## config.mk

```make
export PLATFORM = sky130hd
export DESIGN_NAME = vend_sequencer
export DESIGN_NICKNAME = d
export VERILOG_FILES = /design/src/rtl/vend_sequencer.sv
export SDC_FILE = /design/constraint.sdc
export NUM_CORES = 1
export LEC_CHECK = 0
export ABC_CLOCK_PERIOD_IN_PS = 3920
export CAP_MARGIN = 20
export CORE_ASPECT_RATIO = 0.7
export CORE_MARGIN = 1.5
export CORE_UTILIZATION = 31
export CTS_CLUSTER_SIZE = 10
export DETAILED_ROUTE_END_ITERATION = 8
export GPL_ROUTABILITY_DRIVEN = 0
export PLACE_DENSITY = 0.57
export SKIP_LAST_GASP = 1
export SYNTH_ARGS = -nofsm -noshare
export SYNTH_HDL_FRONTEND = slang
export SYNTH_SLANG_ARGS = --single-unit
export TNS_END_PERCENT = 10
```

## constraint.sdc

```tcl
create_clock -name sys_clk -period 3.92 [get_ports sys_clk]
set_input_delay 0.784 -clock sys_clk [delete_from_list [all_inputs] [get_ports sys_clk]]
set_output_delay 0.784 -clock sys_clk [all_outputs]
set_load 0.1 [all_outputs]
```

## src/rtl/vend_sequencer.sv

```systemverilog
// vend_sequencer
// Central controller for the micro vending machine. It steps the goods
// selection, accepts coins up to a credit ceiling, releases the purchased
// item and then pays change out one denomination per pulse, largest first.
//
// Ports
//   sys_clk, sys_rst_n        clock, asynchronous active-low reset
//   btn_goods/confirm/change/cancel
//                             one-cycle debounced key pulses
//   coin_one..coin_fifty      one-cycle coin pulses (1, 5, 10, 20, 50)
//   need_money                price of the selected item, 0 when none
//   input_money               accumulated credit
//   change_money              change still owed
//   goods_sel                 selected item index
//   vend_pulse                one-cycle pulse, item goods_sel released
//   coin_reject               one-cycle pulse, a coin was refused
//   disp_valid / disp_denom   one-cycle dispense strobe and its denomination
//                             (0=1, 1=5, 2=10, 3=20, 4=50)
//   state_o                   current state encoding, for observation
//
// Handshake: every input and output here is a single-cycle strobe with no
// backpressure. A strobe is acted on at the clock edge that samples it, and
// each output strobe is high for exactly one cycle with its qualifying data
// (disp_denom, goods_sel) stable during that cycle. There is no ready side.
//
// All outputs come straight from registers.

module vend_sequencer #(
  parameter logic [7:0]  PRICE0     = 8'd3,
  parameter logic [7:0]  PRICE1     = 8'd5,
  parameter logic [7:0]  PRICE2     = 8'd12,
  parameter logic [7:0]  PRICE3     = 8'd25,
  parameter logic [7:0]  MAX_CREDIT = 8'd99,
  parameter logic [23:0] GAP        = 24'd4
) (
  input  logic       sys_clk,
  input  logic       sys_rst_n,
  input  logic       btn_goods,
  input  logic       btn_confirm,
  input  logic       btn_change,
  input  logic       btn_cancel,
  input  logic       coin_one,
  input  logic       coin_five,
  input  logic       coin_ten,
  input  logic       coin_twenty,
  input  logic       coin_fifty,
  output logic [7:0] need_money,
  output logic [7:0] input_money,
  output logic [7:0] change_money,
  output logic [1:0] goods_sel,
  output logic       vend_pulse,
  output logic       coin_reject,
  output logic       disp_valid,
  output logic [2:0] disp_denom,
  output logic [2:0] state_o
);

  typedef enum logic [2:0] {
    IDLE     = 3'd0,
    SELECT   = 3'd1,
    PAY      = 3'd2,
    VEND     = 3'd3,
    DISPENSE = 3'd4
  } state_t;

  state_t      state, state_nxt;
  logic [7:0]  need_nxt, input_nxt, change_nxt;
  logic [1:0]  sel_nxt;
  logic        vend_nxt, reject_nxt, disp_valid_nxt;
  logic [2:0]  disp_denom_nxt;
  logic [23:0] gap_cnt, gap_nxt;

  // Coin decode: only the highest denomination in a cycle is considered.
  logic [4:0]  coin_vec;
  logic        coin_any, coin_multi, coin_fits;
  logic [7:0]  coin_val;
  logic [8:0]  credit_sum;

  // Largest denomination that still fits into the owed change.
  logic [2:0]  pay_denom;
  logic [7:0]  pay_val;

  logic [1:0]  sel_step;

  function automatic logic [7:0] price_of(input logic [1:0] idx);
    case (idx)
      2'd0:    price_of = PRICE0;
      2'd1:    price_of = PRICE1;
      2'd2:    price_of = PRICE2;
      default: price_of = PRICE3;
    endcase
  endfunction

  always_comb begin
    coin_vec = {coin_fifty, coin_twenty, coin_ten, coin_five, coin_one};
    coin_any = |coin_vec;
    // More than one bit set: clearing the lowest set bit leaves something.
    coin_multi = (coin_vec & (coin_vec - 5'd1)) != 5'd0;
    if (coin_fifty)       coin_val = 8'd50;
    else if (coin_twenty) coin_val = 8'd20;
    else if (coin_ten)    coin_val = 8'd10;
    else if (coin_five)   coin_val = 8'd5;
    else if (coin_one)    coin_val = 8'd1;
    else                  coin_val = 8'd0;
    // Nine-bit sum so the ceiling test cannot be fooled by a wrap.
    credit_sum = {1'b0, input_money} + {1'b0, coin_val};
    coin_fits  = credit_sum <= {1'b0, MAX_CREDIT};
  end

  always_comb begin
    if (change_money >= 8'd50) begin
      pay_denom = 3'd4;
      pay_val   = 8'd50;
    end else if (change_money >= 8'd20) begin
      pay_denom = 3'd3;
      pay_val   = 8'd20;
    end else if (change_money >= 8'd10) begin
      pay_denom = 3'd2;
      pay_val   = 8'd10;
    end else if (change_money >= 8'd5) begin
      pay_denom = 3'd1;
      pay_val   = 8'd5;
    end else begin
      pay_denom = 3'd0;
      pay_val   = 8'd1;
    end
  end

  assign sel_step = goods_sel + 2'd1;

  // Next-state and next-output logic.
  always_comb begin
    state_nxt      = state;
    need_nxt       = need_money;
    input_nxt      = input_money;
    change_nxt     = change_money;
    sel_nxt        = goods_sel;
    vend_nxt       = 1'b0;
    reject_nxt     = 1'b0;
    disp_valid_nxt = 1'b0;
    disp_denom_nxt = disp_denom;
    gap_nxt        = gap_cnt;

    case (state)
      IDLE: begin
        reject_nxt = coin_any;
        if (btn_goods) begin
          state_nxt = SELECT;
          sel_nxt   = 2'd0;
          need_nxt  = PRICE0;
        end
      end

      SELECT: begin
        reject_nxt = coin_any;
        if (btn_cancel) begin
          state_nxt = IDLE;
          need_nxt  = 8'd0;
          sel_nxt   = 2'd0;
        end else if (btn_confirm) begin
          state_nxt = PAY;
        end else if (btn_goods) begin
          sel_nxt  = sel_step;
          need_nxt = price_of(sel_step);
        end
      end

      PAY: begin
        if (btn_cancel) begin
          // Refund everything through the normal dispense path.
          state_nxt  = DISPENSE;
          change_nxt = input_money;
          input_nxt  = 8'd0;
          need_nxt   = 8'd0;
          gap_nxt    = 24'd0;
          reject_nxt = coin_any;
        end else if (btn_change && (input_money >= need_money)) begin
          // The purchase is settled on entry to VEND so the release pulse
          // and the owed change appear together.
          state_nxt  = VEND;
          vend_nxt   = 1'b1;
          change_nxt = input_money - need_money;
          input_nxt  = 8'd0;
          need_nxt   = 8'd0;
          reject_nxt = coin_any;
        end else if (coin_any) begin
          if (coin_fits) input_nxt = credit_sum[7:0];
          // One reject pulse covers the lower coins and/or a refused top coin.
          reject_nxt = coin_multi | ~coin_fits;
        end
      end

      VEND: begin
        reject_nxt = coin_any;
        state_nxt  = DISPENSE;
        gap_nxt    = 24'd0;
      end

      DISPENSE: begin
        reject_nxt = coin_any;
        if (change_money == 8'd0) begin
          state_nxt = IDLE;
          sel_nxt   = 2'd0;
          gap_nxt   = 24'd0;
        end else if (gap_cnt == GAP - 24'd1) begin
          disp_valid_nxt = 1'b1;
          disp_denom_nxt = pay_denom;
          change_nxt     = change_money - pay_val;
          gap_nxt        = 24'd0;
        end else begin
          gap_nxt = gap_cnt + 24'd1;
        end
      end

      default: begin
        // Unused encodings fall back to a clean idle machine.
        state_nxt      = IDLE;
        need_nxt       = 8'd0;
        input_nxt      = 8'd0;
        change_nxt     = 8'd0;
        sel_nxt        = 2'd0;
        disp_denom_nxt = 3'd0;
        gap_nxt        = 24'd0;
      end
    endcase
  end

  always_ff @(posedge sys_clk or negedge sys_rst_n) begin
    if (!sys_rst_n) begin
      state        <= IDLE;
      need_money   <= 8'd0;
      input_money  <= 8'd0;
      change_money <= 8'd0;
      goods_sel    <= 2'd0;
      vend_pulse   <= 1'b0;
      coin_reject  <= 1'b0;
      disp_valid   <= 1'b0;
      disp_denom   <= 3'd0;
      gap_cnt      <= 24'd0;
    end else begin
      state        <= state_nxt;
      need_money   <= need_nxt;
      input_money  <= input_nxt;
      change_money <= change_nxt;
      goods_sel    <= sel_nxt;
      vend_pulse   <= vend_nxt;
      coin_reject  <= reject_nxt;
      disp_valid   <= disp_valid_nxt;
      disp_denom   <= disp_denom_nxt;
      gap_cnt      <= gap_nxt;
    end
  end

  assign state_o = state;

endmodule

```

==> results of run 1 <==
registers in the layout (all words and copies together) (netlist names):
name	cells
need_money	5
disp_denom	3
vend_pulse	1
coin_reject	1
goods_sel	2
state_o	3
disp_valid	1
input_money	8
gap_cnt	24
change_money	8
stage by stage:
stage                     area (sq um)  worst slack [ns]
after floorplan                   4040             0.388
after global placement            4610             0.133
after detailed placement          4610            0.0905
after CTS                         4750             0.398
after global routing              4750             0.113
final                             4750             0.352
layout make-up:
cell class | instances | area (sq um)
Clock buffer | 5 | 125
Inverter | 28 | 105
Sequential cell | 56 | 1400
Fill cell | 1247 | 7800
Clock inverter | 2 | 12.5
Timing Repair Buffer | 50 | 473
Tap cell | 162 | 203
Multi-Input combinational cell | 374 | 2430
path summary, 6_finish.rpt:
check                                  end            start  slack (ns)  cells after the start
min in group asynchronous       state_o[0]        sys_rst_n        0.58                      1
min                          disp_denom[2]    disp_denom[2]        0.50                      2
max in group asynchronous      gap_cnt[11]        sys_rst_n        2.53                      2
min reg2reg                  disp_denom[2]    disp_denom[2]        0.50                      2
max reg2reg                change_money[7]  change_money[3]        0.78                     12
max                         input_money[4]      coin_twenty        0.35                     12
layer usage:
| layer | global-route usage | vias to the layer above | wire length (um) |
|---|---|---|---|
| li1 | - | 1767 | - |
| met1 | 0.256 | 1700 | 5820 |
| met2 | 0.216 | 86 | 3960 |
| met3 | 0.0258 | 9 | 560 |
| met4 | 0.0336 | 0 | 96 |
| met5 | 0 | - | 0 |
power breakdown:
part / total, W / switching (W) / leakage (nW) / internal, W
registers: 0.000858 / 0.000190 / 0.761 / 0.000668
clock network: 0.000447 / 0.000214 / 0.0657 / 0.000233
logic: 0.00238 / 0.00159 / 1.20 / 0.000790
kinds of logic after synthesis:
| kind of cell | synth area share |
|---|---|
| fa+ha+maj | 0.0800 |
| buf+inv | 0.0527 |
| other cells | 0.000930 |
| simple gates | 0.247 |
| compound gates | 0.190 |
| mux | 0.0208 |
| flops | 0.348 |
| xor+xnor | 0.0608 |
worst min-delay path, stage by stage, from the launching register on:
cell and delay (ns):
dfrtp_1 0.35, nand2_1 0.05, o21ai_0 0.06
synthesized netlist by cell type, drive strengths merged, types with 3 or more instances:
cell type	count	area (sq um)
nor2	64	243
dfrtp	56	1400
o21ai	41	213
nand2	37	139
inv	28	105
ha	21	263
a21oi	17	85.1
nand3	16	80.1
xnor2	14	123
xor2	14	123
nor3	13	70.1
nor4	13	103
buf	11	70.1
clkbuf	10	37.5
or2	8	50.1
nand2b	7	43.8
nor2b	7	43.8
o21a	6	45.0
o22ai	6	37.5
a211oi	5	42.5
a21o	5	37.5
mux2i	5	50.1
nor3b	5	37.5
or3	5	31.3
or4	5	37.5
and2	4	25.0
and3	4	25.0
nand4	4	25.0
o31ai	4	35.0
a21boi	3	22.5
a22oi	3	22.5
fa	3	60.1
mux2	3	33.8
==> qor.yml, run 1 <==
finalHoldViolCount: 0
synth_edf_count: 0
path_max_fanout: 8
cts_tree: "done"
clock_sinks: 56
final.min_clock_period_ns: 3.57
peakVddDrop_v: 0.000409
cp_data_arrival_time_ns: 3.81
grt_pass1_vias: 3408
dieArea_sq_um: 13700
critPathLaunchType: "primary input"
finalSetupViolCount: 0
grt_pass1_wl_um: 17600
vias: 3562
whs_ns: 0.496
coreArea_sq_um: 12500
yosys_warnings: 0
drive_gt1_frac: 0.0699
final_common_cell: "nor2_1"
violations: "DRC"
fmax_ghz: 0.280
worstSetupPathType: "in2reg"
endpoint_kind: "flop"
p_per_area_nw_per_um2: 776
dp_hpwl_um: 8010
hold_class: "reg2reg"
max_slew_margin: 0.326
antenna_cells: 0
wl_um: 10400
postCtsHoldBufs: 0
cts.clk_slew.worst_paths_ns: 0.07
grt_max_degree: 35
post_cts_buffers: 0
start_util: 0.321
clockRootBuffer: "clkbuf_16"
synth_ff_type: "dfrtp_1"
yosysSeqAreaShare: 0.348
fin_cells: 677
postSynthCellCount: 477
antenna_found_initial: 0
h-tree-depth: 2
final_util: 0.378
syn_area_per_cell_sq_um: 8.45
numCtsBuffers: 5
drc: 4
track_usage: 0.158
placed_cells: 670
clock_latency_ns: 0.30
max_stage_delay_ns: 0.46
avgViaCountPerCell: 5.26
firstDrtPassIters: 7
slowest_stage: "clkdlybuf4s50_1"
design.portCount: 46
grt-ovfl-total: 0
cts_buffer_depth: 2
fp.dieW_um: 139
drt_iter0_drc: 259
numPortBuffers: 42
antenna_left: 0
max_slew.worst_pin.slew_ns: 1.01
synth_area_sq_um: 4030
crit_required_ns: 4.16
floorplan.rows: 34
outcome: "finished, violations left"
critPathBufInv: 4
timing.critical_path.mode_cell: "buf_4"
total_power_w: 0.00368
crit_chain: "clkdlybuf4s50_1 > or2_2 > buf_4 > ha_1 > inv_1 > o31ai_1 > xor2_1 > and2_1 > and3_1 > buf_4 > mux2_2 > nand2_1"
finClkSkew_ns: 0.0110
final_cell_mix: "63 x nor2_1, 56 x dfrtp_1, 40 x clkdlybuf4s50_1"
post_cts_resized: 0
async_flop_share: 1.00
wl_per_cell_um: 15.4
area_growth_pct: 17.7
leakage_nw: 2.03
post-route-period-util: 0.910
die_height_um: 98.4
cp_top_family: "buffers and inverters"
rsz0062_at_grt: "false"
maxCapViolCount: 0
drv_slew: 0
ys_ff_latch: 56
tns_ns: 0
yosysUniqueCellTypes: 70
fin_nets: 550
Note: power is estimated with default switching activity, not from simulation.
==> inputs of run 2 (changes only) <==
--- a/config.mk
+++ b/config.mk
@@ -5,6 +5,7 @@
 export SDC_FILE = /design/constraint.sdc
 export NUM_CORES = 1
 export LEC_CHECK = 0
+export ABC_AREA = 1
 export ABC_CLOCK_PERIOD_IN_PS = 3920
 export CAP_MARGIN = 20
 export CORE_ASPECT_RATIO = 0.7
==> run 2 against run 1 <==
The run now ends clean. Worst hold slack worse by 0.00056 ns. First-iteration DRC count up 17%. Highest routed layer unchanged. Combinational power is 12% lower. Sequential share of layout area shrank 1.6 points. Total power down 9.8%. Core utilization is essentially flat. Sequential power down 11%. Sequential cell count stayed put. Critical path depth grew 7. Cell area up 5.7%. Largest cell class unchanged. Via count up 12%.
==> qor.yml, run 2 <==
outcome: "finished, final reports clean"
grt_pass1_wl_um: 18600
postSynthCellCount: 599
design.portCount: 46
grt_pass1_vias: 3772
placed_cells: 824
critPathBufInv: 4
ys_top_cells_by_area: "dfrtp_1 33%, nand2_1 14%, inv_1 7.2%"
reg_top3: "gap_cnt (24), change_money (8), input_money (8)"
worstSetupPathType: "in2reg"
fin_nets: 681
p_per_area_nw_per_um2: 663
clock_latency_ns: 0.30
hold_class: "reg2reg"
numCtsBuffers: 5
numPortBuffers: 42
rr_startpoint: "change_money[6]"
fin_cells: 832
post-route-period-util: 0.829
yosys_warnings: 0
yosys.area.top_type: "dfrtp_1"
clockRootBuffer: "clkbuf_16"
yosysUniqueCellTypes: 46
post_cts_resized: 0
synth_ff_type: "dfrtp_1"
synth_edf_count: 0
max_slew.worst_pin.slew_ns: 0.990
area_growth_pct: 18.1
postCtsHoldBufs: 0
dieArea_sq_um: 14400
fmax_ghz: 0.308
h-tree-depth: 2
whs_path_depth: 2
crit_chain: "clkdlybuf4s50_1 > inv_1 > nand2_1 > nor3b_1 > ha_1 > inv_1 > fa_1 > inv_1 > nand3_1 > nand2_1 > nand2_1 > nand2_1 > nand3_1 > nand3_1 > nand3_1 > nand2_4 > nand2_2 > nand2_1 > nand2_1"
post_cts_buffers: 0
grt_max_degree: 40
clock_sinks: 56
wl_per_cell_um: 13.3
finalHoldViolCount: 0
yosysSeqAreaShare: 0.330
timing.critical_path.mode_cell: "nand2_1"
leakage_nw: 2.45
rrSetupSlack_ns: 1.04
antenna_found_initial: 0
drt_iter0_drc: 304
final_cell_mix: "156 x nand2_1, 82 x inv_1, 70 x nor2_1"
top_register: "gap_cnt"
regArea_sq_um: 1400
slowest_stage: "clkdlybuf4s50_1"
antenna_cells: 0
fillCellCount: 1410
largest_register_ffs: 24
multi_input_area_sq_um: 2460
finalSetupViolCount: 0
final_common_cell: "nand2_1"
coreArea_sq_um: 13300
critPathLaunchType: "primary input"
maxCapViolCount: 0
max_slew_margin: 0.338
synth_area_sq_um: 4250
tns_ns: 0
synth.most_common_cell: "nand2_1"
rsz0062_at_grt: "false"
track_usage: 0.161
ys_ff_latch: 56
drv_slew: 0
reg2regPathDepth: 16
vias: 3974
drive_gt1_frac: 0.0912
path_max_fanout: 9
avgViaCountPerCell: 4.78
final.min_clock_period_ns: 3.25
cts.clk_slew.worst_paths_ns: 0.07
syn_area_per_cell_sq_um: 7.10
crit_required_ns: 4.11
die_height_um: 101
drc: 0
cp_top_family: "simple AND/OR/NAND/NOR gates"
yosys.area.top_type_share: 0.330
antenna_left: 0
cts_tree: "done"
dp_hpwl_um: 8790
whs_endpoint: "disp_denom[1]"
peakVddDrop_v: 0.000485
max_stage_delay_ns: 0.42
wl_um: 11000
cts_buffer_depth: 2
async_flop_share: 1.00
regToRegEndpoint: "change_money[5]"
hold_start: "disp_denom[1]"
firstDrtPassIters: 5
grt-ovfl-total: 0
fp.dieW_um: 143
floorplan.rows: 35
endpoint_kind: "flop"
start_util: 0.320
finClkSkew_ns: 0.00617
cp_data_arrival_time_ns: 3.44
synthTopCellsByCount: "156 x nand2_1, 82 x inv_1, 70 x nor2_1, 56 x dfrtp_1, 40 x nand3_1"
[run 2: cell count changes in the layout (fill, tap and decap cells not counted), moves of 8 or more]
cell,delta
nand2_1,+119
inv_1,+54
nand3_1,+24
o21ai_0,-15
xnor2_1,-13
a21oi_1,+12
nand4_1,+12
nor4_1,-9
o21ai_1,+8
[run 2: per-layer routing]
metal | GRT usage | vias to the layer above | part of all wire
met2 | 0.245 | 79 | 0.42
met5 | 0 | - | 0
met3 | 0.0252 | 7 | 0.041
met1 | 0.241 | 1856 | 0.53
met4 | 0.0262 | 0 | 0.0063
li1 | - | 2032 | -
[run 2: area by class of cell]
class                   count  share of cell area
well taps                 185              0.0461
inverters                  91              0.0691
clock inverters             3             0.00449
clock buffers               5              0.0249
repair buffers             44              0.0858
multi-input cells         448               0.490
flip-flops and latches     56               0.279
[run 2: worst register-to-register path, stage by stage (launching register included)]
cell and delay, ns:
dfrtp_1 0.46, or2_4 0.31, a31oi_1 0.41, nand2_1 0.18
inv_1 0.11, nand2_1 0.09, ha_1 0.35, a21oi_1 0.16
nand2_1 0.11, nand2_1 0.07, nand2_1 0.05, a21oi_1 0.14
xor2_1 0.16, nand2_1 0.07, nand2_1 0.06, nand2_1 0.04
nand2_1 0.06
[run 2: metrics by stage]
stage / total power (W) / utilization / hold WS (ns) / setup slack (ns) / instance area, sq um
after floorplan: 0.00239 / - / 0.476 / 0.960 / 4260
after global placement: 0.00285 / 0.367 / 0.471 / 0.523 / 4870
after detailed placement: 0.00286 / 0.367 / 0.483 / 0.413 / 4870
after CTS: 0.00335 / 0.378 / 0.501 / 0.707 / 5020
after global routing: 0.00359 / 0.378 / 0.530 / 0.444 / 5020
final: 0.00332 / 0.378 / 0.495 / 0.670 / 5020
[run 2: worst max path at each step]
stage	start	cells past startpoint	to	slack (ns)
2_1_floorplan	change_money[4]	18	change_money[5]	0.96
3_3_place_gp	coin_five	18	input_money[5]	0.52
3_5_place_dp	coin_ten	19	input_money[6]	0.41
4_1_cts	coin_ten	19	input_money[6]	0.71
5_1_grt	coin_ten	19	input_money[0]	0.44
6_report	coin_twenty	19	input_money[6]	0.67
[run 2: cell families after synthesis]
group,count (synthesis),synth area share
AO/OA/AOI/OAI,77,0.104
XOR/XNOR,9,0.0185
adder cells (fa/ha/maj),24,0.0759
buffers and inverters,97,0.0930
flip-flops,56,0.330
other,1,0.000882
AND/OR/NAND/NOR,335,0.378
[run 2: where the power goes]
part,internal (W),switching (W),total [W]
Combinational,0.000588,0.00150,0.00209
Sequential,0.000661,0.000106,0.000767
Clock,0.000240,0.000229,0.000469
==> inputs of run 3 (changes only) <==
--- a/config.mk
+++ b/config.mk
@@ -6,7 +6,7 @@
 export NUM_CORES = 1
 export LEC_CHECK = 0
 export ABC_AREA = 1
-export ABC_CLOCK_PERIOD_IN_PS = 3920
+export ABC_CLOCK_PERIOD_IN_PS = 2650
 export CAP_MARGIN = 20
 export CORE_ASPECT_RATIO = 0.7
 export CORE_MARGIN = 1.5
@@ -14,7 +14,7 @@
 export CTS_CLUSTER_SIZE = 10
 export DETAILED_ROUTE_END_ITERATION = 8
 export GPL_ROUTABILITY_DRIVEN = 0
-export PLACE_DENSITY = 0.57
+export PLACE_DENSITY = 0.59
 export SKIP_LAST_GASP = 1
 export SYNTH_ARGS = -nofsm -noshare
 export SYNTH_HDL_FRONTEND = slang
==> constraint.sdc (replaced) <==
create_clock -name sys_clk -period 2.65 [get_ports sys_clk]
set_input_delay 0.53 -clock sys_clk [delete_from_list [all_inputs] [get_ports sys_clk]]
set_output_delay 0.53 -clock sys_clk [all_outputs]
set_load 0.1 [all_outputs]
==> run 3 against run 2 <==
Total power increased by 58%. Non-clock buffer count increased by 47. Cell area increased by 8.9%. Via count increased by 7.9%. Largest cell class unchanged. Largest power group unchanged.
==> qor.yml, run 3 (synthesized netlist as in run 2, its figures left out) <==
outcome: "finished, final reports clean"
fmax_ghz: 0.389
critPathLaunchType: "flop"
firstDrtPassIters: 5
maxCapViolCount: 0
worstSetupPathType: "reg2reg"
grt_max_degree: 34
drv_slew: 0
rr_startpoint: "change_money[6]"
final_area_sq_um: 5460
antenna_found_initial: 0
antenna_left: 0
clock_sinks: 56
dpl_cell_area_sq_um: 5170
largest_register_ffs: 24
coreArea_sq_um: 13300
crit_chain: "or2_4 > nor2_2 > nand2_1 > nand2_1 > nand2_1 > inv_2 > nand2_2 > ha_4 > nand3_1 > nand2_1 > buf_4 > nand4_1 > a21oi_1 > nor2_1 > nor2_1 > a21oi_1"
regToRegEndpoint: "change_money[7]"
crit_required_ns: 2.84
fp.dieW_um: 143
rsz0062_at_grt: "true"
numCtsBuffers: 5
fin_nets: 728
drt_iter0_drc: 280
grt_pass1_wl_um: 20100
slowest_stage: "dfrtp_4"
cts_tree: "done"
post-route-period-util: 0.969
drive_gt1_frac: 0.249
leakage_nw: 2.77
start_util: 0.320
floorplan.rows: 35
timing.critical_path.mode_cell: "nand2_1"
area_growth_pct: 28.6
drc: 0
reg2regPathDepth: 16
p_per_area_nw_per_um2: 961
dp_hpwl_um: 9710
track_usage: 0.175
endpoint_kind: "flop"
finalSetupViolCount: 0
final_cell_mix: "150 x nand2_1, 79 x buf_4, 78 x inv_1"
h-tree-depth: 2
grt-ovfl-total: 0
grt_pass1_vias: 4062
path_max_fanout: 4
die_height_um: 101
peakVddDrop_v: 0.000729
cp_data_arrival_time_ns: 2.75
max_slew.worst_pin.slew_ns: 0.677
max_stage_delay_ns: 0.47
top_register: "gap_cnt"
finalHoldViolCount: 0
dieArea_sq_um: 14400
clockRootBuffer: "clkbuf_16"
max_slew_margin: 0.548
design.portCount: 46
critPathBufInv: 2
final_common_cell: "nand2_1"
reg_top3: "gap_cnt (24), change_money (8), input_money (8)"
cp_top_family: "simple AND/OR/NAND/NOR gates"
rrSetupSlack_ns: 0.08
wl_per_cell_um: 14.0
wl_um: 12300
postCtsHoldBufs: 0
avgViaCountPerCell: 4.88
hold_class: "in2async"
vias: 4286
total_power_w: 0.00525
clock_latency_ns: 0.30
cts_buffer_depth: 2
finClkSkew_ns: 0.00524
antenna_cells: 0
numPortBuffers: 42
final.min_clock_period_ns: 2.57
cts.clk_slew.worst_paths_ns: 0.07
[run 3: cell count changes in the layout (fill, tap and decap cells not counted), sizes merged]
cell           delta
clkbuf            +1
clkinv            -1
dlygate4sd2       +1
inv               -1
clkdlybuf4s50    -37
clkinvlp          +1
buf              +79
dlymetal6s2s      +4
[run 3: timing repair]
| action | 4_1_cts | 5_1_grt |
|---|---|---|
| setup buffers | 2 | 1 |
| gates cloned | 0 | 0 |
| pin swaps | 4 | 6 |
| setup endpoints to repair | 11 | 15 |
| resized for setup | 16 | 19 |
[run 3: through the flow]
step	hold slack [ns]	TNS (ns)	setup WS (ns)	utilization	instances
6_report	0.265	0	0.0817	0.412	879
2_1_floorplan	0.234	-0.0120	-0.0120	-	601
4_1_cts	0.287	-0.0790	-0.0186	0.407	878
5_1_grt	0.317	-0.526	-0.155	0.412	879
3_3_place_gp	0.468	-3.10	-0.370	0.390	868
3_5_place_dp	0.471	-4.76	-0.550	0.390	868
[run 3: worst max-delay path by stage]
stage	slack, ns	cells after the start	start	to
2_1_floorplan	-0.01	16	change_money[6]	change_money[5]
3_3_place_gp	-0.37	18	coin_five	input_money[6]
3_5_place_dp	-0.55	18	coin_five	input_money[5]
4_1_cts	-0.02	18	coin_five	input_money[3]
5_1_grt	-0.15	18	change_money[6]	change_money[6]
6_report	0.08	16	change_money[6]	change_money[7]
[run 3: layout make-up]
| class | count | area [sq um] |
|---|---|---|
| sequential | 56 | 1420 |
| inverter | 91 | 347 |
| multi-input combinational | 448 | 2580 |
| clock buffer | 6 | 129 |
| clock inverter | 2 | 16.3 |
| timing repair buffer | 91 | 737 |
| tap | 185 | 231 |
| fill | 1378 | 7800 |
[run 3: power breakdown]
group	leakage (nW)	total (W)	switching, W	internal (W)
registers	0.748	0.00112	0.000136	0.000987
clock network	0.0671	0.000672	0.000319	0.000354
logic	1.96	0.00346	0.00237	0.00109
total	2.77	0.00525	0.00282	0.00243
[run 3: layer usage]
layer  global-route usage  share of wire  vias up  wire length, um
li1                     -              -     2124                -
met1                0.261           0.51     2038             6210
met2                0.268           0.44      118             5340
met3               0.0276          0.053        6              654
met4               0.0278         0.0050        0               61
met5                    0              0        -                0
[run 3: worst register-to-register path, delay by kind of cell (launching register included)]
kind	cells	cell delay, ns
AO/OA/AOI/OAI	2	0.25
flip-flops	1	0.47
adder cells (fa/ha/maj)	1	0.30
buffers and inverters	2	0.21
AND/OR/NAND/NOR	11	1.23
